### config.mk
export PLATFORM = sky130hd
export DESIGN_NAME = mult_hilo_unit
export DESIGN_NICKNAME = d
export VERILOG_FILES = /design/src/rtl/mult_pkg.sv /design/src/rtl/mult_hilo_unit_multu.sv /design/src/rtl/mult_hilo_unit.sv
export SDC_FILE = /design/constraint.sdc
export NUM_CORES = 2
export LEC_CHECK = 0
export BUFFER_PORTS_ARGS = -buffer_cell sky130_fd_sc_hd__buf_2
export CORE_ASPECT_RATIO = 0.5
export CORE_MARGIN = 2
export CORE_UTILIZATION = 50
export DETAILED_ROUTE_END_ITERATION = 6
export GPL_TIMING_DRIVEN = 1
export PLACE_DENSITY = 0.67
export SLEW_MARGIN = 25
export SYNTH_ARGS = -nofsm -noshare
export SYNTH_HDL_FRONTEND = slang
export SYNTH_SLANG_ARGS = --single-unit
### constraint.sdc
create_clock -name clk -period 9.1 [get_ports clk]
set_clock_uncertainty 0.15 [all_clocks]
set_input_delay 1.82 -clock clk [delete_from_list [all_inputs] [get_ports clk]]
set_output_delay 1.82 -clock clk [all_outputs]
set_load 0.01 [all_outputs]
### src/rtl/mult_pkg.sv
// Shared constants and state encoding for the HI/LO multiply unit.
package mult_pkg;

    localparam int unsigned DATA_W  = 32;
    localparam int unsigned PROD_W  = 2 * DATA_W;
    localparam int unsigned CNT_W   = 4;
    localparam int unsigned LAT_MIN = 1;
    localparam int unsigned LAT_MAX = 15;

    typedef enum logic {
        IDLE = 1'b0,
        CALC = 1'b1
    } state_e;

endpackage

### src/rtl/mult_hilo_unit_multu.sv
// Unsigned 32x32 -> 64 combinational multiplier.
module Multu (
    input  logic [31:0] a,
    input  logic [31:0] b,
    output logic [63:0] z
);

    assign z = {32'd0, a} * {32'd0, b};

endmodule

### src/rtl/mult_hilo_unit.sv
// MIPS-style HI/LO multiply unit: sign-magnitude wrapper around an unsigned
// multiplier, given LAT cycles to settle, plus MTHI/MTLO moves while idle.
module mult_hilo_unit
    import mult_pkg::*;
#(
    parameter int unsigned LAT = 2
) (
    input  logic                clk,
    input  logic                rst,
    input  logic                start,
    input  logic                is_signed,
    input  logic [DATA_W-1:0]   a,
    input  logic [DATA_W-1:0]   b,
    input  logic                mthi,
    input  logic                mtlo,
    input  logic [DATA_W-1:0]   wdata,
    output logic [DATA_W-1:0]   hi,
    output logic [DATA_W-1:0]   lo,
    output logic                busy,
    output logic                done
);

    // Out-of-range LAT is clamped so the counter compare stays meaningful.
    localparam int unsigned LAT_EFF = (LAT < LAT_MIN) ? LAT_MIN :
                                      (LAT > LAT_MAX) ? LAT_MAX : LAT;
    localparam logic [CNT_W-1:0] LAST_CNT = CNT_W'(LAT_EFF - 1);

    state_e             state_q;
    logic [CNT_W-1:0]   cnt_q;
    logic [DATA_W-1:0]  hi_q, lo_q;
    logic [DATA_W-1:0]  mag_a_q, mag_b_q;
    logic               neg_q, signed_q;
    logic               busy_q, done_q;

    logic [DATA_W-1:0]  mag_a_c, mag_b_c;
    logic               neg_c;
    logic [PROD_W-1:0]  prod_c, result_c;

    // 0x80000000 negates to itself, which is the correct magnitude 2^31.
    assign mag_a_c  = (is_signed & a[DATA_W-1]) ? -a : a;
    assign mag_b_c  = (is_signed & b[DATA_W-1]) ? -b : b;
    assign neg_c    = is_signed & (a[DATA_W-1] ^ b[DATA_W-1]);

    Multu u_multu (
        .a (mag_a_q),
        .b (mag_b_q),
        .z (prod_c)
    );

    assign result_c = (signed_q & neg_q) ? -prod_c : prod_c;

    always_ff @(posedge clk) begin
        if (!rst) begin
            state_q  <= IDLE;
            cnt_q    <= '0;
            hi_q     <= '0;
            lo_q     <= '0;
            mag_a_q  <= '0;
            mag_b_q  <= '0;
            neg_q    <= 1'b0;
            signed_q <= 1'b0;
            busy_q   <= 1'b0;
            done_q   <= 1'b0;
        end else begin
            done_q <= 1'b0;
            case (state_q)
                IDLE: begin
                    if (mthi) hi_q <= wdata;
                    if (mtlo) lo_q <= wdata;
                    if (start) begin
                        mag_a_q  <= mag_a_c;
                        mag_b_q  <= mag_b_c;
                        neg_q    <= neg_c;
                        signed_q <= is_signed;
                        cnt_q    <= '0;
                        busy_q   <= 1'b1;
                        state_q  <= CALC;
                    end
                end
                CALC: begin
                    cnt_q <= cnt_q + CNT_W'(1);
                    // Product has had LAT cycles on stable operands by this edge.
                    if (cnt_q == LAST_CNT) begin
                        {hi_q, lo_q} <= result_c;
                        busy_q       <= 1'b0;
                        done_q       <= 1'b1;
                        state_q      <= IDLE;
                    end
                end
                default: state_q <= IDLE;
            endcase
        end
    end

    assign hi   = hi_q;
    assign lo   = lo_q;
    assign busy = busy_q;
    assign done = done_q;

endmodule

Word level (Yosys, flattened, before mapping)
Index checks and enable logic that the tools add are counted.
{"block": "totals", "reg_bits": 137, "in_bits": 102, "out_inout_bits": 66, "elab_cells": 49}
{"block": "classes", "addsub": 4, "multipliers": 1, "eq_ne": 5, "muxes": 18, "n_bitwise": 6, "n_reduce_logical": 5}
{"op": "32-bit two-way mux", "count": 6}
{"op": "32-bit one-hot mux with 2 select lines", "count": 2}
{"op": "32-bit by 32-bit multiplier with 64-bit output", "count": 1}
{"op": "64-bit two-way mux", "count": 1}
{"op": "32-bit negator", "count": 2}
{"op": "64-bit negator", "count": 1}
{"op": "2-bit AND reduction", "count": 5}
{"op": "4-bit one-hot mux with 2 select lines", "count": 1}
{"op": "2-bit inequality test (second input constant)", "count": 3}
{"op": "1-bit two-way mux", "count": 5}
{"op": "4-bit by 1-bit adder with 4-bit output (second input constant)", "count": 1}
{"op": "1-bit bitwise AND", "count": 4}
{"op": "4-bit by 1-bit equality test with 1-bit output (second input constant)", "count": 1}
{"op": "4-bit two-way mux", "count": 1}
{"op": "1-bit one-hot mux with 2 select lines", "count": 2}
{"op": "2-bit by 1-bit inequality test with 1-bit output (second input constant)", "count": 1}
{"op": "1-bit NOT", "count": 1}
{"op": "1-bit XOR", "count": 1}

Longest topological paths before layout
{"block": "logic_depth", "word_depth": 5, "depth_mapped": 32, "mapped_depth_nobuf": 28}

Cells and area by module
Synthesis repeated with hierarchy kept, for this count alone.
{"block": "hier_totals", "cells_unflattened": 4736, "area_unflattened_um2": 41393.4}
{"mod": "Multu", "n_inst": 1, "cells_each": 3685, "area_each_um2": 33296.9, "seq_area_each_um2": 0.0}
{"mod": "mult_hilo_unit", "n_inst": 1, "cells_each": 1051, "area_each_um2": 8096.5, "seq_area_each_um2": 2742.6}

Worst setup path after synthesis
No wires, ideal clock.
{"block": "synth_path", "path_type": "register to register", "startpoint": "register mag_a_q[25]", "endpoint": "register hi_q[29], in the netlist hi[29]", "setup_time_ns": 0.115, "arrival_ns": 7.874, "t_required_ns": 8.835, "slack_ns": 0.961, "stages_incl_launch_ff": 30, "path_buffers": 3, "period_less_slack_ns": 8.139, "path_cell_list": "dfxtp_1 > clkbuf_1 > and2_1 > fa_1 > fa_1 > inv_1 > fa_1 > fa_1 > inv_1 > fa_1 > fa_1 > fa_1 > inv_1 > fa_1 > inv_1 > ha_1 > buf_2 > and4_1 > and3_1 > a32o_1 > or2_1 > nor2_1 > o21ai_0 > xor2_1 > or3b_4 > and4b_1 > buf_4 > a31oi_1 > xnor2_1 > o21a_1"}
{"block": "synth_between", "elab_chain_len": 5}
{"element": "start, declared", "line": "mult_hilo_unit.sv:31", "rtl": "logic [DATA_W-1:0] mag_a_q, mag_b_q;"}
{"element": "start signal, assigned", "line": "mult_hilo_unit.sv:71", "rtl": "mag_a_q <= mag_a_c;"}
{"element": "32-bit by 32-bit multiplier with 64-bit output *", "line": "mult_hilo_unit_multu.sv:8", "rtl": "assign z = {32'd0, a} * {32'd0, b};"}
{"element": "64-bit negator", "line": "mult_hilo_unit.sv:50", "rtl": "assign result_c = (signed_q & neg_q) ? -prod_c : prod_c;"}
{"element": "64-bit two-way mux *", "line": "mult_hilo_unit.sv:50"}
{"element": "32-bit two-way mux *", "line": "mult_hilo_unit.sv:83", "rtl": "if (cnt_q == LAST_CNT) begin"}
{"element": "32-bit one-hot mux with 2 select lines *", "line": "mult_hilo_unit.sv:66", "rtl": "case (state_q)"}
{"element": "end signal, assigned", "line": "mult_hilo_unit.sv:68", "rtl": "if (mthi) hi_q <= wdata;"}
{"element": "end signal, assigned", "line": "mult_hilo_unit.sv:84", "rtl": "{hi_q, lo_q} <= result_c;"}
{"element": "end, declared", "line": "mult_hilo_unit.sv:30", "rtl": "logic [DATA_W-1:0] hi_q, lo_q;"}
Mark *: on every way between the ends. The rest lies on a longest branch, timed or not. The select of a mux whose other input is x is not followed.
A chain may end at the register's enable or synchronous reset.

Final worst setup path
{"block": "layout_path", "startpoint": "register mag_b_q[8]", "endpoint": "register hi_q[31], in the netlist hi[31]"}
{"block": "layout_between", "elab_chain_len": 5}
{"element": "start, declared", "line": "mult_hilo_unit.sv:31"}
{"element": "start signal, assigned", "line": "mult_hilo_unit.sv:72", "rtl": "mag_b_q <= mag_b_c;"}
{"element": "32-bit by 32-bit multiplier with 64-bit output *", "line": "mult_hilo_unit_multu.sv:8"}
{"element": "64-bit negator", "line": "mult_hilo_unit.sv:50"}
{"element": "64-bit two-way mux *", "line": "mult_hilo_unit.sv:50"}
{"element": "32-bit two-way mux *", "line": "mult_hilo_unit.sv:83"}
{"element": "32-bit one-hot mux with 2 select lines *", "line": "mult_hilo_unit.sv:66"}
Marked as above.

==> key figures <==
Route
  – Residual antenna-violating net count after detailed routing: 0
  – Post-detailed-route DRC marker count: 0
  – Average routed wire per standard cell: 21.1 µm
  – Drt first-iter violations: 3,198
  – Vias: ~35,000
  – Post-detailed-routing wire length: approximately 130,000 µm
  – Vias per cell: between 5 and 6
  – Number of optimization iterations in the first detailed-route pass: 6

Timing
  – Final setup violation count: 0
  – Setup repair after global routing missed its margin: true
  – Min Tclk post-route: ~8.8 ns
  – Fmax: 0.113 GHz
  – Total negative slack: 0 ns
  – Number of pins with negative max-slew slack in the final report: 0
  – Worst slew margin: 0.304
  – Slew at the pin with the worst max-slew slack: 1.04 ns
  – Share of the clock period used by the worst path after layout: 0.972
  – Final hold slack: 0.310 ns
  – Hold violation total from the final report: 0

Floorplanning
  – Vertical die dimension: 210 µm
  – Core outline area: 0.0839 mm²
  – Die width: roughly 420 µm
  – Number of placement rows: 75
  – Die Footprint: 0.0872 mm²
  – Initial cell density of the core: 0.505
  – Number of ports placed on the die boundary: ~170

Critical path
  – Critical Path Max Stage Delay: 0.62 ns
  – Crit path buf inv count: 5
  – Reg-to-reg critical path endpoint: hi[31]$_SDFFE_PN0P_
  – Critical Setup Path Class: flop to flop
  – Required time of the critical path: 9.27 ns
  – Worst Reg-to-Reg Cells: 27
  – CP Data Arrival Time: 9.02 ns
  – Worst Setup Start Kind: flop
  – Critical path's most frequent cell: sky130_fd_sc_hd__fa_1
  – Critical Path Fanout Max: 33
  – Setup crit end kind: flop
  – Slowest cell on the critical path: sky130_fd_sc_hd__fa_1
  – Start of the worst register-to-register path: mag_b_q[8]$_SDFFE_PN0P_
  – Delay-heaviest family, CP: adder cells
  – Reg-to-reg setup timing slack: between 0.2 and 0.3 ns

Logic synthesis
  – Gate Count Post-Synth: about 5,000
  – Synthesized netlist net count: around 6,200
  – Share of the synthesized area in the top cell type: 0.423
  – Sequential share of the synthesized area: 0.0647
  – Mean area per synthesized cell: 8.62 µm²
  – Predominant post-synthesis flop cell: sky130_fd_sc_hd__dfxtp_1
  – Number of warnings reported in the yosys synthesis log: 0
  – Unique masters post-synth: 94
  – Library cell with the largest summed area after synthesis: sky130_fd_sc_hd__fa_1
  – Cell area after technology mapping: about 0.042 mm²
  – FFs w/ async S/R, synth: 0
  – Main combinational cell family by area after synthesis: adder cells
  – Mux share of post-synthesis cell area: 0.00310
  – Fraction of the mapped netlist area in compound gates: 0.0932
  – Area share of and/or/nand/nor cells after synthesis: 0.200
  – Fraction of synthesized cell area in xor and xnor cells: 0.0304
  – Synthesis-stage register bit count: roughly 140
  – Top cells by area in the synthesized netlist: sky130_fd_sc_hd__fa_1 (42%), sky130_fd_sc_hd__and2_1 (8.8%), sky130_fd_sc_hd__ha_1 (7.9%)
  – Number of enable-type register cells in the synthesized netlist: 0
  – Synth Area in Adders: 0.502

Clock tree
  – Clock sink total: 137
  – Skew-Pair Late Insertion Delay: 0.46 ns
  – Max Root-Sink Buffers: 2
  – Clock-pin slew reported for the worst setup and hold paths after clock tree synthesis: 0.07 ns
  – TritonCTS clock tree: yes
  – Root cell of the clock tree: sky130_fd_sc_hd__clkbuf_16
  – Maximum level of the CTS H-tree: 4
  – Number of buffers inserted by hold repair at cts: 0
  – Number of buffers added by the clock tree synthesis step: 17

Power and ir drop
  – Total chip power: 0.0108 W
  – Max rail drop VDD: 0.278 mV
  – Power share of the sequential group: 0.072
  – Internal portion of total power: about 0.0048 W
  – P_leak: 22.5 nW
  – Switching share of power: 0.557
  – Sw power: 0.00600 W
  – Power share of the combinational group: 0.854
  – Ratio of total power to cell area: 231 mW/mm²
  – Clock share of power: 0.073

Worst hold path
  – Hold Startpoint: lo[30]$_SDFFE_PN0P_
  – Class of the tightest hold or removal check: flop to flop
  – Depth of the worst hold-timing path: 2
  – Hold-critical path endpoint: lo[30]$_SDFFE_PN0P_

GRT
  – Total global routing track utilization: 0.307
  – Pin count of the biggest net entering global routing: between 70 and 80
  – Number of antenna violations at the first check in global routing: 6
  – Via count of the first global-routing pass: 36,600
  – Total grt overflow: 0
  – Wire length of the first global-routing pass: 208,000 µm

Placement
  – Port bufs: about 170
  – Instance area at placement: about 0.046 mm²
  – Final HPWL DP: 108,000 µm
  – RD Place Congestion: 0.976

Final layout
  – Proportion of layout cells with a drive suffix above 1: 0.112
  – Area used by sequential logic in the layout: 0.00281 mm²
  – Area added between synthesis and finish: 9.89%
  – Total number of nets in the final design: roughly 6,300
  – Core occupancy in the finished layout: 0.555
  – Post-route standard cell area excluding fillers: 0.0466 mm²
  – Filler instances: 7,699
  – Multi-input combinational cell area: 0.0353 mm²

Outcome
  – Status: finished clean

Job
  – Max Cap Viol: 0
## power by group through the flow
stage | sequential [W] | clock [W] | combinational (W)
2_1_floorplan | 0.000746 | 0 | 0.00496
3_3_place_gp | 0.000782 | 0 | 0.00868
3_5_place_dp | 0.000783 | 0 | 0.00870
4_1_cts | 0.000771 | 0.000801 | 0.00882
5_1_grt | 0.000784 | 0.000822 | 0.00984
6_report | 0.000777 | 0.000790 | 0.00920
## synthesized netlist by cell type, types with 45 or more instances
master,n
sky130_fd_sc_hd__and2_1,599
sky130_fd_sc_hd__a21oi_1,165
sky130_fd_sc_hd__inv_1,876
sky130_fd_sc_hd__nand4_1,45
sky130_fd_sc_hd__dfxtp_1,137
sky130_fd_sc_hd__nand2_1,603
sky130_fd_sc_hd__a211oi_1,92
sky130_fd_sc_hd__nor2_1,244
sky130_fd_sc_hd__clkbuf_1,271
sky130_fd_sc_hd__ha_1,268
sky130_fd_sc_hd__xor2_1,72
sky130_fd_sc_hd__o21ai_0,81
sky130_fd_sc_hd__fa_1,896
sky130_fd_sc_hd__xnor2_1,73
## worst max-delay path by stage
stage,start,endpoint,cells after the start
2_1_floorplan,mag_a_q[25]$_SDFFE_PN0P_,hi[29]$_SDFFE_PN0P_,29
3_3_place_gp,mag_b_q[11]$_SDFFE_PN0P_,hi[31]$_SDFFE_PN0P_,26
3_5_place_dp,mag_b_q[11]$_SDFFE_PN0P_,hi[29]$_SDFFE_PN0P_,24
4_1_cts,mag_a_q[14]$_SDFFE_PN0P_,hi[27]$_SDFFE_PN0P_,25
5_1_grt,mag_a_q[7]$_SDFFE_PN0P_,hi[26]$_SDFFE_PN0P_,27
6_report,mag_b_q[8]$_SDFFE_PN0P_,hi[31]$_SDFFE_PN0P_,27
## cells by family after synthesis
kind of cell | after synthesis
buffers and inverters | 1186
and+or+nand+nor | 1678
adders and majority gates | 1164
xor gates and xnor gates | 146
DFF | 137
muxes | 13
AOI/OAI and AO/OA | 592
## tightest hold or removal path: cells and delay by family (launching register included)
kind / cells / cell delay (ns)
flip-flops: 1 / 0.31
AND/OR/NAND/NOR: 1 / 0.05
AO/OA/AOI/OAI: 1 / 0.05
## placed cells by master (no fill, tap or decap), types with 107 or more instances in the layout
cell type,instances
sky130_fd_sc_hd__dfxtp_1,107
sky130_fd_sc_hd__and2_1,599
sky130_fd_sc_hd__nand2_1,603
sky130_fd_sc_hd__a21oi_1,158
sky130_fd_sc_hd__fa_1,896
sky130_fd_sc_hd__inv_1,876
sky130_fd_sc_hd__buf_4,231
sky130_fd_sc_hd__ha_1,264
sky130_fd_sc_hd__nor2_1,242
sky130_fd_sc_hd__buf_2,167
## area by class of cell
type	count	area share
Antenna cell	6	0.000322
Clock buffer	17	0.00914
Clock inverter	15	0.00430
Inverter	877	0.0707
Multi-Input combinational cell	3593	0.758
Sequential cell	137	0.0603
Tap cell	1116	0.0300
Timing Repair Buffer	427	0.0675
## timing repair
action                     CTS  global route
buffers inserted             0             0
setup endpoints to repair   21            36
cloned                       0             2
resized for setup            6            66
pin swaps                    0             2
## sequential cells by signal, summed over array words and instances (netlist names)
name	flops
lo	32
state_q	1
signed_q	1
hi	32
cnt_q	4
neg_q	1
mag_b_q	32
done	1
busy	1
mag_a_q	32
## stage by stage
stage | cells | setup slack, ns
2_1_floorplan | 4916 | 0.961
3_3_place_gp | 6148 | -0.0341
3_5_place_dp | 6148 | -0.0906
4_1_cts | 6180 | 0.0229
5_1_grt | 6187 | -0.0208
6_report | 6188 | 0.251
## routing by layer
metal  GRT usage  share of wire  vias to the layer above
li1            -              -                    15400
met1       0.453           0.44                    17900
met2       0.461           0.43                     1666
met3      0.0623          0.099                      176
met4      0.0786          0.027                        0
met5           0              0                        -
(Power assumes the default switching activity.)
